## src/rtl/sram_stage_sequencer.sv

```systemverilog
// Top-level stage scheduler: hands the single SRAM port to UART load, M1, M2 and VGA in turn,
// detects end of UART load by write inactivity and guards compute stages with a watchdog.
module sram_stage_sequencer #(
    parameter int unsigned UART_TIMEOUT  = 50_000_000,
    parameter int unsigned STAGE_TIMEOUT = 0,
    parameter bit          SKIP_M2       = 1'b0
) (
    input  logic        CLOCK_50_I,
    input  logic        Resetn,
    input  logic        start_i,
    input  logic [17:0] uart_address_i,
    input  logic [15:0] uart_wdata_i,
    input  logic        uart_we_n_i,
    input  logic [17:0] m1_address_i,
    input  logic [15:0] m1_wdata_i,
    input  logic        m1_we_n_i,
    input  logic [17:0] m2_address_i,
    input  logic [15:0] m2_wdata_i,
    input  logic        m2_we_n_i,
    input  logic [17:0] vga_address_i,
    input  logic        m1_done_i,
    input  logic        m2_done_i,
    output logic        uart_init_o,
    output logic        uart_enable_o,
    output logic        m1_start_o,
    output logic        m2_start_o,
    output logic        vga_enable_o,
    output logic [17:0] SRAM_address,
    output logic [15:0] SRAM_write_data,
    output logic        SRAM_we_n,
    output logic [2:0]  stage_o,
    output logic        error_o
);

    localparam int unsigned UART_TW = 26;
    localparam int unsigned WD_TW   = 32;

    typedef enum logic [2:0] {
        S_IDLE     = 3'd0,
        S_UART_ARM = 3'd1,
        S_UART_RX  = 3'd2,
        S_M1       = 3'd3,
        S_M2       = 3'd4,
        S_VGA      = 3'd5,
        S_ERR      = 3'd6
    } state_t;

    state_t               state, state_nxt;
    logic [UART_TW-1:0]   uart_timer, uart_timer_nxt;
    logic [WD_TW-1:0]     wd_timer, wd_timer_nxt;
    logic                 write_seen, write_seen_nxt;
    logic                 uart_init_nxt, uart_enable_nxt, m1_start_nxt, m2_start_nxt;
    logic                 vga_enable_nxt, error_nxt;
    logic                 uart_idle_done, wd_expired;

    assign uart_idle_done = write_seen && (uart_timer == UART_TW'(UART_TIMEOUT - 1));
    assign wd_expired     = (STAGE_TIMEOUT != 0) && (wd_timer == WD_TW'(STAGE_TIMEOUT - 1));
    assign stage_o        = state;

    // State, timers and registered handshake outputs
    always_ff @(posedge CLOCK_50_I or negedge Resetn) begin
        if (!Resetn) begin
            state         <= S_IDLE;
            uart_timer    <= '0;
            wd_timer      <= '0;
            write_seen    <= 1'b0;
            uart_init_o   <= 1'b0;
            uart_enable_o <= 1'b0;
            m1_start_o    <= 1'b0;
            m2_start_o    <= 1'b0;
            vga_enable_o  <= 1'b0;
            error_o       <= 1'b0;
        end else begin
            state         <= state_nxt;
            uart_timer    <= uart_timer_nxt;
            wd_timer      <= wd_timer_nxt;
            write_seen    <= write_seen_nxt;
            uart_init_o   <= uart_init_nxt;
            uart_enable_o <= uart_enable_nxt;
            m1_start_o    <= m1_start_nxt;
            m2_start_o    <= m2_start_nxt;
            vga_enable_o  <= vga_enable_nxt;
            error_o       <= error_nxt;
        end
    end

    // Next-state and next-output logic; a done pulse beats a same-cycle watchdog expiry
    always_comb begin
        state_nxt       = state;
        uart_timer_nxt  = uart_timer;
        wd_timer_nxt    = wd_timer;
        write_seen_nxt  = write_seen;
        uart_init_nxt   = 1'b0;
        uart_enable_nxt = 1'b0;
        m1_start_nxt    = 1'b0;
        m2_start_nxt    = 1'b0;
        vga_enable_nxt  = vga_enable_o;
        error_nxt       = error_o;
        case (state)
            S_IDLE: begin
                if (start_i) begin
                    state_nxt     = S_UART_ARM;
                    uart_init_nxt = 1'b1;
                end
            end
            S_UART_ARM: begin
                state_nxt       = S_UART_RX;
                uart_enable_nxt = 1'b1;
                uart_timer_nxt  = '0;
                write_seen_nxt  = 1'b0;
            end
            S_UART_RX: begin
                if (!uart_we_n_i) begin
                    uart_timer_nxt = '0;
                    write_seen_nxt = 1'b1;
                end else begin
                    uart_timer_nxt = uart_timer + UART_TW'(1);
                    if (uart_idle_done) begin
                        state_nxt     = S_M1;
                        uart_init_nxt = 1'b1;
                        m1_start_nxt  = 1'b1;
                        wd_timer_nxt  = '0;
                    end
                end
            end
            S_M1: begin
                wd_timer_nxt = wd_timer + WD_TW'(1);
                if (m1_done_i) begin
                    if (SKIP_M2) begin
                        state_nxt      = S_VGA;
                        vga_enable_nxt = 1'b1;
                    end else begin
                        state_nxt    = S_M2;
                        m2_start_nxt = 1'b1;
                        wd_timer_nxt = '0;
                    end
                end else if (wd_expired) begin
                    state_nxt = S_ERR;
                    error_nxt = 1'b1;
                end
            end
            S_M2: begin
                wd_timer_nxt = wd_timer + WD_TW'(1);
                if (m2_done_i) begin
                    state_nxt      = S_VGA;
                    vga_enable_nxt = 1'b1;
                end else if (wd_expired) begin
                    state_nxt = S_ERR;
                    error_nxt = 1'b1;
                end
            end
            S_VGA:   vga_enable_nxt = 1'b1;
            S_ERR:   state_nxt = S_ERR;
            default: state_nxt = S_IDLE;
        endcase
    end

    // Zero-latency SRAM ownership mux; non-owning states never write
    always_comb begin
        SRAM_address    = '0;
        SRAM_write_data = '0;
        SRAM_we_n       = 1'b1;
        case (state)
            S_UART_ARM, S_UART_RX: begin
                SRAM_address    = uart_address_i;
                SRAM_write_data = uart_wdata_i;
                SRAM_we_n       = uart_we_n_i;
            end
            S_M1: begin
                SRAM_address    = m1_address_i;
                SRAM_write_data = m1_wdata_i;
                SRAM_we_n       = m1_we_n_i;
            end
            S_M2: begin
                SRAM_address    = m2_address_i;
                SRAM_write_data = m2_wdata_i;
                SRAM_we_n       = m2_we_n_i;
            end
            S_VGA:   SRAM_address = vga_address_i;
            default: SRAM_address = '0;
        endcase
    end

endmodule

```

## config.mk

```make
export PLATFORM = sky130hd
export DESIGN_NAME = sram_stage_sequencer
export DESIGN_NICKNAME = d
export VERILOG_FILES = /design/src/rtl/sram_stage_sequencer.sv
export SDC_FILE = /design/constraint.sdc
export NUM_CORES = 1
export LEC_CHECK = 0
export BUFFER_PORTS_ARGS = -buffer_cell sky130_fd_sc_hd__buf_2
export CORE_UTILIZATION = 46
export DETAILED_ROUTE_END_ITERATION = 16
export PLACE_DENSITY_LB_ADDON = 0.08
export SLEW_MARGIN = 15
export SYNTH_ARGS = -nofsm -noshare
export SYNTH_HDL_FRONTEND = slang
export SYNTH_SLANG_ARGS = --single-unit
```

## constraint.sdc

```tcl
create_clock -name CLOCK_50_I -period 2.4 [get_ports CLOCK_50_I]
set_input_delay 0.72 -clock CLOCK_50_I [delete_from_list [all_inputs] [get_ports CLOCK_50_I]]
set_output_delay 0.72 -clock CLOCK_50_I [all_outputs]
set_load 0.05 [all_outputs]
```

# Word level (Yosys, flattened, before mapping)
# Cells that the tools add are included.
# totals
in_bits,128
word_cells,54
register_bits,35
# classes
n_bitwise,1
n_addsub,1
reduce_logical,8
n_mux,23
n_eq_ne,13
# ops
op,count
one-hot mux 18 bit (4 select lines),1
one-hot mux 26 bit (2 select lines),1
one-hot mux 16 bit (3 select lines),1
"adder 26 x 1 -> 26 bit, second input constant",1
"equality test 26 bit, second input constant",1
two-way mux 26 bit,1
one-hot mux 3 bit (7 select lines),1
two-way mux 3 bit,5
"!= test 2 bit, second input constant",6
"equality test 3 bit, second input constant",3
two-way mux 1 bit,9
"equality test 3 x 2 -> 1 bit, second input constant",2
one-hot mux 1 bit (2 select lines),3
AND reduction 6 bit,1
AND reduction 2 bit,2
nonzero test 2 bit,2
"equality test 3 x 1 -> 1 bit, second input constant",1
zero test 3 bit,1
one-hot mux 1 bit (3 select lines),1
OR reduction 2 bit,1
logical AND 1 bit,1
NOT 1 bit,1

# Logic depth before layout (Yosys ltp)
# Gate-level depths: netlist of run 1.
# logic_depth
word_depth,5
depth_mapped,7

# Worst setup path after synthesis of run 1
# OpenSTA, ideal clock, no wires.
# synth_timing
kind,register -> output
startpoint,"register state[0], in the netlist stage_o[0]"
endpoint,output SRAM_write_data[10]
path_stages_with_launch,7
t_arrival_ns,2.867
path_slack_ns,-1.187
path_cell_list,dfrtp_1 > buf_2 > nor2b_1 > clkbuf_1 > clkbuf_1 > a22oi_1 > o21ai_0
# synth_via
elab_chain_len,3
# synth_rtl
element,line,text
from (decl),48,"state_t state, state_nxt;"
from (signal assigned),74,state <= state_nxt;
equality test 3 x 2 -> 1 bit / equality test 3 x 1 -> 1 bit (equally long branches),163,case (state)
OR reduction 2 bit,163,
one-hot mux 16 bit (3 select lines) *,163,
to (decl),29,"output logic [15:0] SRAM_write_data,"
# Mark *: on every way between the ends. The rest lies on a longest branch, timed or not.

# Final worst setup path of run 1
# layout_timing
startpoint,"register state[0], in the netlist stage_o[0]"
endpoint,output SRAM_write_data[5]
# Same word-level chain as after synthesis.

==> results of run 1 <==
[area by class of cell]
class	count	area [um2]	area share, %
multi-input cells	303	2774	51.28
repair buffers	202	1523	28.15
flip-flops and latches	35	882.1	16.31
clock buffers	7	96.34	1.781
well taps	77	96.34	1.781
inverters	4	15.01	0.2776
diodes	6	15.01	0.2776
clock inverters	1	7.507	0.1388
[worst max-delay path: stages (launching register included)]
cell                      delay (ns)
sky130_fd_sc_hd__dfrtp_2        0.46
sky130_fd_sc_hd__buf_12         0.14
sky130_fd_sc_hd__buf_12         0.14
sky130_fd_sc_hd__mux2_2         0.36
sky130_fd_sc_hd__a22oi_2        0.26
sky130_fd_sc_hd__o21ai_4        0.10
sky130_fd_sc_hd__buf_8          0.16
[cells in the final DEF (no fill, tap or decap), drive strengths merged, types with 4 or more instances in the layout]
cell / n
o21ai: 34
nand2: 33
and3: 5
o31ai: 7
nor2: 15
nor4: 4
a31oi: 9
dfrtp: 35
o22ai: 18
nand4: 7
nand2b: 6
mux2: 34
a21oi: 21
diode: 6
nand3: 12
and4: 4
clkbuf: 9
or4: 8
buf: 199
inv: 4
mux2i: 19
a22oi: 35
[state kept, by name (all words and copies together) (netlist names)]
signal         cells
m1_start_o         1
vga_enable_o       1
uart_init_o        1
write_seen         1
uart_enable_o      1
uart_timer        26
stage_o            3
m2_start_o         1
[routing by layer]
layer / share of wire (%) / wire length, um / global-route usage, % / vias up
met2: 49 / 7699 / 62.89 / 359
met4: 8.2 / 1282 / 21.32 / 0
met5: 0 / 0 / 0 / -
met3: 8.6 / 1342 / 6.195 / 118
met1: 34 / 5290 / 38.11 / 2055
li1: - / - / - / 1832
[synthesized netlist by cell type, types with 2 or more instances]
cell / number / share of area, %
sky130_fd_sc_hd__o21ai_0: 34 / 5.5
sky130_fd_sc_hd__mux2i_1: 19 / 6.1
sky130_fd_sc_hd__nor2_1: 15 / 1.8
sky130_fd_sc_hd__a31oi_1: 9 / 1.8
sky130_fd_sc_hd__a22oi_1: 35 / 8.4
sky130_fd_sc_hd__a31o_2: 2 / 0.56
sky130_fd_sc_hd__nand3_1: 12 / 1.9
sky130_fd_sc_hd__or3_1: 2 / 0.40
sky130_fd_sc_hd__and4_1: 3 / 0.84
sky130_fd_sc_hd__o211ai_1: 2 / 0.48
sky130_fd_sc_hd__clkbuf_1: 23 / 2.8
sky130_fd_sc_hd__nor4_1: 4 / 0.80
sky130_fd_sc_hd__dfrtp_1: 35 / 28
sky130_fd_sc_hd__nand2_1: 33 / 4.0
sky130_fd_sc_hd__mux2_2: 34 / 12
sky130_fd_sc_hd__inv_1: 4 / 0.48
sky130_fd_sc_hd__nand2b_1: 6 / 1.2
sky130_fd_sc_hd__nand4_1: 7 / 1.4
sky130_fd_sc_hd__nor3_1: 3 / 0.48
sky130_fd_sc_hd__or4_1: 8 / 1.9
sky130_fd_sc_hd__o22ai_1: 18 / 3.6
sky130_fd_sc_hd__and3_1: 5 / 1.0
sky130_fd_sc_hd__buf_2: 7 / 1.1
sky130_fd_sc_hd__a21oi_1: 21 / 3.4
sky130_fd_sc_hd__nand4b_1: 3 / 0.84
sky130_fd_sc_hd__o31ai_1: 7 / 1.7
sky130_fd_sc_hd__buf_1: 5 / 0.60
[metrics by stage]
stage | util [%] | area (um2)
after floorplan | - | 3596
after CTS | 80.65 | 5209
final | 83.75 | 5409
after global routing | 83.63 | 5401
after detailed placement | 70.55 | 4557
after global placement | 70.55 | 4557
[logic make-up after synthesis]
logic type,synth area share (%)
simple gates,19.31
mux,18.39
xor+xnor,0.5621
other cells,0.1203
buf+inv,5.580
compound gates,27.54
flops,28.10
fa+ha+maj,0.4014
[power groups by stage]
| stage | Combinational (W) | Sequential (W) | Clock, W |
|---|---|---|---|
| after floorplan | 0.00314 | 0.000866 | 0 |
| final | 0.00538 | 0.000777 | 0.000488 |
| after global routing | 0.00554 | 0.000789 | 0.000512 |
| after global placement | 0.00409 | 0.000771 | 0 |
| after detailed placement | 0.00414 | 0.000773 | 0 |
| after CTS | 0.00498 | 0.000762 | 0.000487 |
[repair_timing]
action,4_1_cts,5_1_grt
setup endpoints to repair,35,35
cloned,3,2
resized for setup,108,37
buffers inserted,8,0
pin swaps,14,16
[worst min path at each step]
stage | endpoint | depth (start not counted)
3_3_place_gp | vga_enable_o | 1
2_1_floorplan | m1_start_o | 0
3_5_place_dp | vga_enable_o | 1
6_report | uart_timer[17] | 1
4_1_cts | vga_enable_o | 1
5_1_grt | uart_timer[24] | 1
==> flow_results.xml, run 1 <==
<?xml version="1.0" encoding="UTF-8"?>
<metrics>
  <group name="finish">
    <metric name="fillCellCount" unit="">322</metric>
    <metric name="layout_cells_sized_above_1" unit="%">61.78</metric>
    <metric name="num-nets-final" unit="">680</metric>
    <metric name="synthToLayoutAreaGrowth" unit="%">73.54</metric>
    <metric name="layoutNonFillerInstCount" unit="">635</metric>
  </group>
  <group name="drt">
    <metric name="drt-total-wl" unit="mm">15.62</metric>
    <metric name="antenna_violating_nets_post_route" unit="">0</metric>
    <metric name="vias" unit="">4364</metric>
    <metric name="drt-wirelength-per-cell" unit="um">24.59</metric>
    <metric name="initialDrtViolationCount" unit="">385</metric>
    <metric name="drt_pass1_iterations" unit="">6</metric>
    <metric name="remaining_drc_errors" unit="">0</metric>
    <metric name="post_drt_via_cell_ratio" unit="">6.872</metric>
  </group>
  <group name="sta">
    <metric name="setup_viol" unit="">35</metric>
    <metric name="final-hold-violation-count" unit="">0</metric>
    <metric name="finalCritPeriodShare" unit="%">110.3</metric>
    <metric name="final_period_demand_of_the_worst_path" unit="ns">2.648</metric>
    <metric name="hold_ws" unit="ns">0.4908</metric>
    <metric name="fmax" unit="MHz">377.7</metric>
    <metric name="grt_setup_unrepaired" unit="">yes</metric>
    <metric name="timing.final.ws_setup" unit="ns">-0.2479</metric>
    <metric name="worstMarginPinSlew" unit="ns">0.7599</metric>
    <metric name="report.final.slew_viol_count" unit="">0</metric>
    <metric name="sum_of_negative_setup_slack" unit="ns">-5.702</metric>
    <metric name="timing.clock.skew" unit="ns">0.006478</metric>
    <metric name="max_slew_margin" unit="%">49.34</metric>
  </group>
  <group name="power_and_ir_drop">
    <metric name="p_comb_share" unit="%">81.0</metric>
    <metric name="power.switching_fraction" unit="%">54.02</metric>
    <metric name="sequentialPowerShare" unit="%">11.7</metric>
    <metric name="worst_ir_drop_vdd" unit="mV">1.109</metric>
    <metric name="total_switching_power" unit="W">0.003591</metric>
    <metric name="static-leakage-power" unit="nW">2.360</metric>
    <metric name="power-per-cell-area" unit="nW/um2">1229</metric>
    <metric name="report.power.total" unit="W">0.006648</metric>
    <metric name="cell_internal_pwr" unit="W">0.003057</metric>
    <metric name="clkPwrFrac" unit="%">7.3</metric>
  </group>
  <group name="floorplanning">
    <metric name="floorplan.rows" unit="">29</metric>
    <metric name="fp.dieArea" unit="um2">7109</metric>
    <metric name="die_width" unit="um">84.32</metric>
    <metric name="pin_count" unit="">172</metric>
    <metric name="dieHeight" unit="um">84.32</metric>
    <metric name="start_util" unit="%">48.26</metric>
    <metric name="coreArea" unit="um2">6459</metric>
  </group>
  <group name="place">
    <metric name="port_buffers" unit="">170</metric>
    <metric name="place.detailed.hpwl" unit="mm">8.123</metric>
    <metric name="place_congestion" unit="">0.8583</metric>
    <metric name="preCtsSetupSlack" unit="ns">0.01078</metric>
    <metric name="dpl.cell_count" unit="">608</metric>
  </group>
  <group name="run">
    <metric name="max-cap-violations" unit="">0</metric>
  </group>
  <group name="clock_network">
    <metric name="ctsHoldBuffers" unit="">0</metric>
    <metric name="htree_levels" unit="">2</metric>
    <metric name="cts.path.max_buffers" unit="">2</metric>
    <metric name="cts.reportedPaths.clkPinSlew" unit="ns">0.08</metric>
    <metric name="cts_inserted_buffers" unit="">5</metric>
    <metric name="clock_tree_from_tritoncts" unit="">done</metric>
    <metric name="clock_root_cell" unit="">sky130_fd_sc_hd__clkbuf_8</metric>
    <metric name="clkLatencyLatePin" unit="ns">0.29</metric>
    <metric name="clkSinkCount" unit="">35</metric>
  </group>
  <group name="worst_setup_path">
    <metric name="critPathLaunch" unit="">stage_o[0]</metric>
    <metric name="critical_path.endpoint" unit="">SRAM_write_data[5]</metric>
    <metric name="crit_path_start_kind" unit="">register</metric>
    <metric name="worst-endpoint-required" unit="ns">1.68</metric>
    <metric name="rrSetupSlack" unit="ns">0.09</metric>
    <metric name="worst-setup-path-type" unit="">register to output pin</metric>
    <metric name="cp_data_arrival_time" unit="ns">1.93</metric>
    <metric name="worst_r2r_startpoint" unit="">stage_o[2]</metric>
    <metric name="end_kind" unit="">output pin</metric>
    <metric name="cp_max_fo" unit="">13</metric>
    <metric name="ff_to_ff_path_depth" unit="">5</metric>
    <metric name="timing.rr.end" unit="">uart_timer[12]</metric>
  </group>
  <group name="yosys">
    <metric name="synth.ff_latch_count" unit="">35</metric>
    <metric name="post_synth_num_cell_types" unit="">50</metric>
    <metric name="post_synth_inst_count" unit="">379</metric>
    <metric name="synth.cell_area" unit="um2">3117</metric>
    <metric name="synthesis.area_per_instance" unit="um2">8.224</metric>
    <metric name="synth-edff-count" unit="">0</metric>
    <metric name="ys_async_rst_share" unit="%">100.0</metric>
    <metric name="synth.yosys.warnings" unit="">0</metric>
    <metric name="synth_seq_area_share" unit="%">28.10</metric>
    <metric name="yosys_most_used_dff" unit="">sky130_fd_sc_hd__dfrtp_1</metric>
    <metric name="synth_nets" unit="">508</metric>
  </group>
  <group name="grt">
    <metric name="number_of_antenna_violations_at_the_first_check_in_global_routing" unit="">3</metric>
    <metric name="grt_usage" unit="%">34.89</metric>
    <metric name="first_global_vias" unit="">4188</metric>
    <metric name="largest_net_degree_at_the_start_of_global_routing" unit="">37</metric>
    <metric name="grt_overflow" unit="">0</metric>
    <metric name="grt_first_pass_wirelength" unit="mm">19.75</metric>
  </group>
  <group name="status">
    <metric name="failed_checks" unit="">setup timing</metric>
    <metric name="outcome" unit="">complete, but fails checks</metric>
  </group>
  <group name="hold_path">
    <metric name="worstHoldPathType" unit="">input pin to asynchronous set/reset pin</metric>
  </group>
</metrics>
Note: power is estimated with default switching activity, not from simulation.
==> run 2: changes to the inputs <==
--- a/config.mk
+++ b/config.mk
@@ -5,8 +5,9 @@
 export SDC_FILE = /design/constraint.sdc
 export NUM_CORES = 1
 export LEC_CHECK = 0
+export ABC_AREA = 1
 export BUFFER_PORTS_ARGS = -buffer_cell sky130_fd_sc_hd__buf_2
-export CORE_UTILIZATION = 46
+export CORE_UTILIZATION = 44
 export DETAILED_ROUTE_END_ITERATION = 16
 export PLACE_DENSITY_LB_ADDON = 0.08
 export SLEW_MARGIN = 15
==> run 2 against run 1 <==
Effect of this change:
- die area fell by 2.8%
- sequential power down 6.9%
- core utilization decreased by 11 points
- the flow still finishes with violations (setup timing)
- final area down 14%
- via count decreased by 7.6%
- critical path depth is 2 higher
- worst hold slack worse by 0.11 ns
- clock skew hardly changed
- power down 8.5%
- routed wire length decreased by 20%
==> flow_results.xml, run 2 <==
<?xml version="1.0" encoding="UTF-8"?>
<metrics>
  <group name="status">
    <metric name="outcome" unit="">complete, but fails checks</metric>
    <metric name="failed_checks" unit="">setup timing</metric>
  </group>
  <group name="yosys">
    <metric name="synth.yosys.warnings" unit="">0</metric>
    <metric name="synth_seq_area_share" unit="%">30.25</metric>
    <metric name="synth-edff-count" unit="">0</metric>
    <metric name="synthMostInstantiatedCell" unit="">sky130_fd_sc_hd__nand2_1</metric>
    <metric name="netlist_top_cells_area" unit="">sky130_fd_sc_hd__dfrtp_1 30%, sky130_fd_sc_hd__nand2_1 27%, sky130_fd_sc_hd__nor2_1 6.6%</metric>
    <metric name="synth_top_area_cell" unit="">sky130_fd_sc_hd__dfrtp_1</metric>
    <metric name="synth_nets" unit="">602</metric>
    <metric name="synth.cell_area" unit="um2">2895</metric>
    <metric name="ys_async_rst_share" unit="%">100.0</metric>
    <metric name="post_synth_inst_count" unit="">473</metric>
    <metric name="synth.ff_latch_count" unit="">35</metric>
    <metric name="synthesis.area_per_instance" unit="um2">6.121</metric>
    <metric name="post_synth_num_cell_types" unit="">39</metric>
    <metric name="ys_top_cells_by_count" unit="">209 x sky130_fd_sc_hd__nand2_1, 51 x sky130_fd_sc_hd__nor2_1, 36 x sky130_fd_sc_hd__inv_1, 35 x sky130_fd_sc_hd__dfrtp_1, 32 x sky130_fd_sc_hd__nand3_1</metric>
    <metric name="yosys_most_used_dff" unit="">sky130_fd_sc_hd__dfrtp_1</metric>
    <metric name="netlist.area_leader.share" unit="%">30.25</metric>
  </group>
  <group name="sta">
    <metric name="timing.clock.skew" unit="ns">0.006325</metric>
    <metric name="timing.final.ws_setup" unit="ns">-0.05755</metric>
    <metric name="report.final.slew_viol_count" unit="">0</metric>
    <metric name="finalCritPeriodShare" unit="%">102.4</metric>
    <metric name="max_slew_margin" unit="%">66.60</metric>
    <metric name="worstMarginPinSlew" unit="ns">0.5011</metric>
    <metric name="setup_viol" unit="">17</metric>
    <metric name="final-hold-violation-count" unit="">0</metric>
    <metric name="final_period_demand_of_the_worst_path" unit="ns">2.458</metric>
    <metric name="fmax" unit="MHz">406.9</metric>
    <metric name="grt_setup_unrepaired" unit="">yes</metric>
  </group>
  <group name="worst_setup_path">
    <metric name="cp_max_fo" unit="">6</metric>
    <metric name="worst_r2r_startpoint" unit="">stage_o[2]</metric>
    <metric name="end_kind" unit="">output pin</metric>
    <metric name="path_cells" unit="">inv_4 -&gt; nor2_4 -&gt; nand2_4 -&gt; nand2_4 -&gt; buf_12 -&gt; nand2_1 -&gt; nand4_1 -&gt; buf_6</metric>
    <metric name="worst-endpoint-required" unit="ns">1.68</metric>
    <metric name="slowest_stage_delay_on_critical_path" unit="ns">0.46</metric>
    <metric name="worst-setup-path-type" unit="">register to output pin</metric>
    <metric name="crit_path_start_kind" unit="">register</metric>
    <metric name="timing.critical_path.mode_cell" unit="">sky130_fd_sc_hd__nand2_4</metric>
    <metric name="cp_data_arrival_time" unit="ns">1.74</metric>
    <metric name="ff_to_ff_path_depth" unit="">8</metric>
    <metric name="critPathLaunch" unit="">stage_o[1]</metric>
    <metric name="rrSetupSlack" unit="ns">0.66</metric>
    <metric name="crit_slowest_cell" unit="">sky130_fd_sc_hd__dfrtp_2</metric>
  </group>
  <group name="grt">
    <metric name="grt_first_pass_wirelength" unit="mm">17.92</metric>
    <metric name="grt_usage" unit="%">32.64</metric>
    <metric name="grt_overflow" unit="">0</metric>
    <metric name="number_of_antenna_violations_at_the_first_check_in_global_routing" unit="">1</metric>
    <metric name="first_global_vias" unit="">3813</metric>
    <metric name="largest_net_degree_at_the_start_of_global_routing" unit="">36</metric>
  </group>
  <group name="floorplanning">
    <metric name="fp.dieArea" unit="um2">6909</metric>
    <metric name="coreArea" unit="um2">6350</metric>
    <metric name="floorplan.rows" unit="">29</metric>
    <metric name="die_width" unit="um">83.12</metric>
    <metric name="start_util" unit="%">45.60</metric>
    <metric name="dieHeight" unit="um">83.12</metric>
    <metric name="pin_count" unit="">172</metric>
  </group>
  <group name="power_and_ir_drop">
    <metric name="clkPwrFrac" unit="%">7.9</metric>
    <metric name="report.power.total" unit="W">0.006080</metric>
    <metric name="static-leakage-power" unit="nW">2.309</metric>
    <metric name="total_switching_power" unit="W">0.003442</metric>
    <metric name="cell_internal_pwr" unit="W">0.002638</metric>
    <metric name="power.switching_fraction" unit="%">56.61</metric>
    <metric name="p_comb_share" unit="%">80.2</metric>
    <metric name="worst_ir_drop_vdd" unit="mV">1.211</metric>
    <metric name="power-per-cell-area" unit="nW/um2">1309</metric>
    <metric name="sequentialPowerShare" unit="%">11.9</metric>
  </group>
  <group name="drt">
    <metric name="post_drt_via_cell_ratio" unit="">5.386</metric>
    <metric name="remaining_drc_errors" unit="">0</metric>
    <metric name="drt-wirelength-per-cell" unit="um">16.77</metric>
    <metric name="initialDrtViolationCount" unit="">276</metric>
    <metric name="drt_pass1_iterations" unit="">5</metric>
    <metric name="vias" unit="">4034</metric>
    <metric name="drt-total-wl" unit="mm">12.56</metric>
    <metric name="antenna_violating_nets_post_route" unit="">0</metric>
  </group>
  <group name="clock_network">
    <metric name="clock_root_cell" unit="">sky130_fd_sc_hd__clkbuf_8</metric>
    <metric name="ctsHoldBuffers" unit="">0</metric>
    <metric name="cts.path.max_buffers" unit="">2</metric>
    <metric name="cts_inserted_buffers" unit="">5</metric>
    <metric name="clkLatencyLatePin" unit="ns">0.29</metric>
    <metric name="cts.reportedPaths.clkPinSlew" unit="ns">0.07</metric>
    <metric name="clock_tree_from_tritoncts" unit="">done</metric>
    <metric name="htree_levels" unit="">2</metric>
    <metric name="clkSinkCount" unit="">35</metric>
  </group>
  <group name="place">
    <metric name="place_congestion" unit="">0.9494</metric>
    <metric name="preCtsSetupSlack" unit="ns">-0.01227</metric>
    <metric name="port_buffers" unit="">170</metric>
    <metric name="post_dp_cell_area" unit="um2">3841</metric>
    <metric name="place.detailed.hpwl" unit="mm">8.505</metric>
  </group>
  <group name="finish">
    <metric name="finish.instance_area" unit="um2">4644</metric>
    <metric name="top_register" unit="">uart_timer</metric>
    <metric name="most-common-layout-cells" unit="">197 x sky130_fd_sc_hd__nand2_1, 135 x sky130_fd_sc_hd__buf_2, 50 x sky130_fd_sc_hd__nor2_1, 34 x sky130_fd_sc_hd__inv_1, 34 x sky130_fd_sc_hd__buf_6</metric>
    <metric name="num-nets-final" unit="">799</metric>
    <metric name="layout_cells_sized_above_1" unit="%">40.69</metric>
    <metric name="layout.cells.most_common" unit="">sky130_fd_sc_hd__nand2_1</metric>
    <metric name="largest_register_ff_count" unit="">26</metric>
    <metric name="synthToLayoutAreaGrowth" unit="%">60.41</metric>
  </group>
  <group name="hold_path">
    <metric name="worstHoldPathType" unit="">input pin to asynchronous set/reset pin</metric>
  </group>
  <group name="run">
    <metric name="max-cap-violations" unit="">0</metric>
  </group>
</metrics>
run 2: cell types whose count changed after synthesis, sizes merged, moves of 15 or more:
cell | previous run | this run
a22oi | 35 | 7
clkbuf | 23 | 1
inv | 4 | 41
mux2 | 34 | 0
mux2i | 19 | 0
nand2 | 33 | 214
nand3 | 12 | 33
nand4 | 7 | 22
nor2 | 15 | 60
o21ai | 34 | 12
run 2: path summary, 6_finish.rpt:
check,end
worst max-delay path,SRAM_address[14]
worst min-delay path,uart_timer[8]
worst max register to register,uart_timer[15]
worst min register to register,vga_enable_o
max in group asynchronous,uart_timer[23]
min in group CLOCK_50_I,vga_enable_o
run 2: what timing repair did:
action	CTS	global route
hold endpoints to repair	0	0
pin swaps	2	18
gates cloned	4	7
buffers inserted	8	8
gates resized for setup	60	62
setup endpoints to repair	35	35
run 2: cell type report:
class                      instances  area (um2)
fill                             509        1705
inverter                          43       181.4
antenna                            1       2.502
multi-input combinational        381        1937
sequential                        35       879.6
clock buffer                       8       100.1
timing repair buffer             201        1426
tap                               77       96.34
timing repair inverter             3       21.27
run 2: worst max-delay path: cells and delay by family (launching register included):
family / cells / cell delay (ns)
flops: 1 / 0.46
buf+inv: 3 / 0.44
simple gates: 5 / 0.53
run 2: power groups by stage:
stage | combinational [W] | sequential (W) | clock [W]
global placement | 0.00349 | 0.000714 | 0
CTS | 0.00416 | 0.000710 | 0.000480
detailed placement | 0.00350 | 0.000717 | 0
finish | 0.00488 | 0.000723 | 0.000480
floorplan | 0.00259 | 0.000833 | 0
global route | 0.00509 | 0.000726 | 0.000509
run 2: routing by layer:
metal,vias up,wire length [um],GRT usage (%)
met3,44,1005,7.853
met4,0,393,11.76
li1,1905,-,-
met1,1891,4852,38.72
met5,-,0,0
met2,194,6308,57.15
run 2: through the flow:
stage                     hold slack [ns]  TNS [ns]  instances  util (%)
after floorplan                    0.4244         0        473         -
after global placement             0.4617         0        713     60.49
final                              0.3856   -0.3920        749     73.14
after detailed placement           0.4586  -0.01227        713     60.49
after CTS                          0.4016  -0.04703        733     66.62
after global routing               0.4221    -1.693        749     73.14
run 2: cells by family after synthesis:
kind of cell	after synthesis	synth area share, %
other	1	0.1295
buffers and inverters	59	9.205
and+or+nand+nor	338	51.34
AOI/OAI and AO/OA	36	7.735
DFF	35	30.25
xor gates and xnor gates	3	0.9077
adders and majority gates	1	0.4321
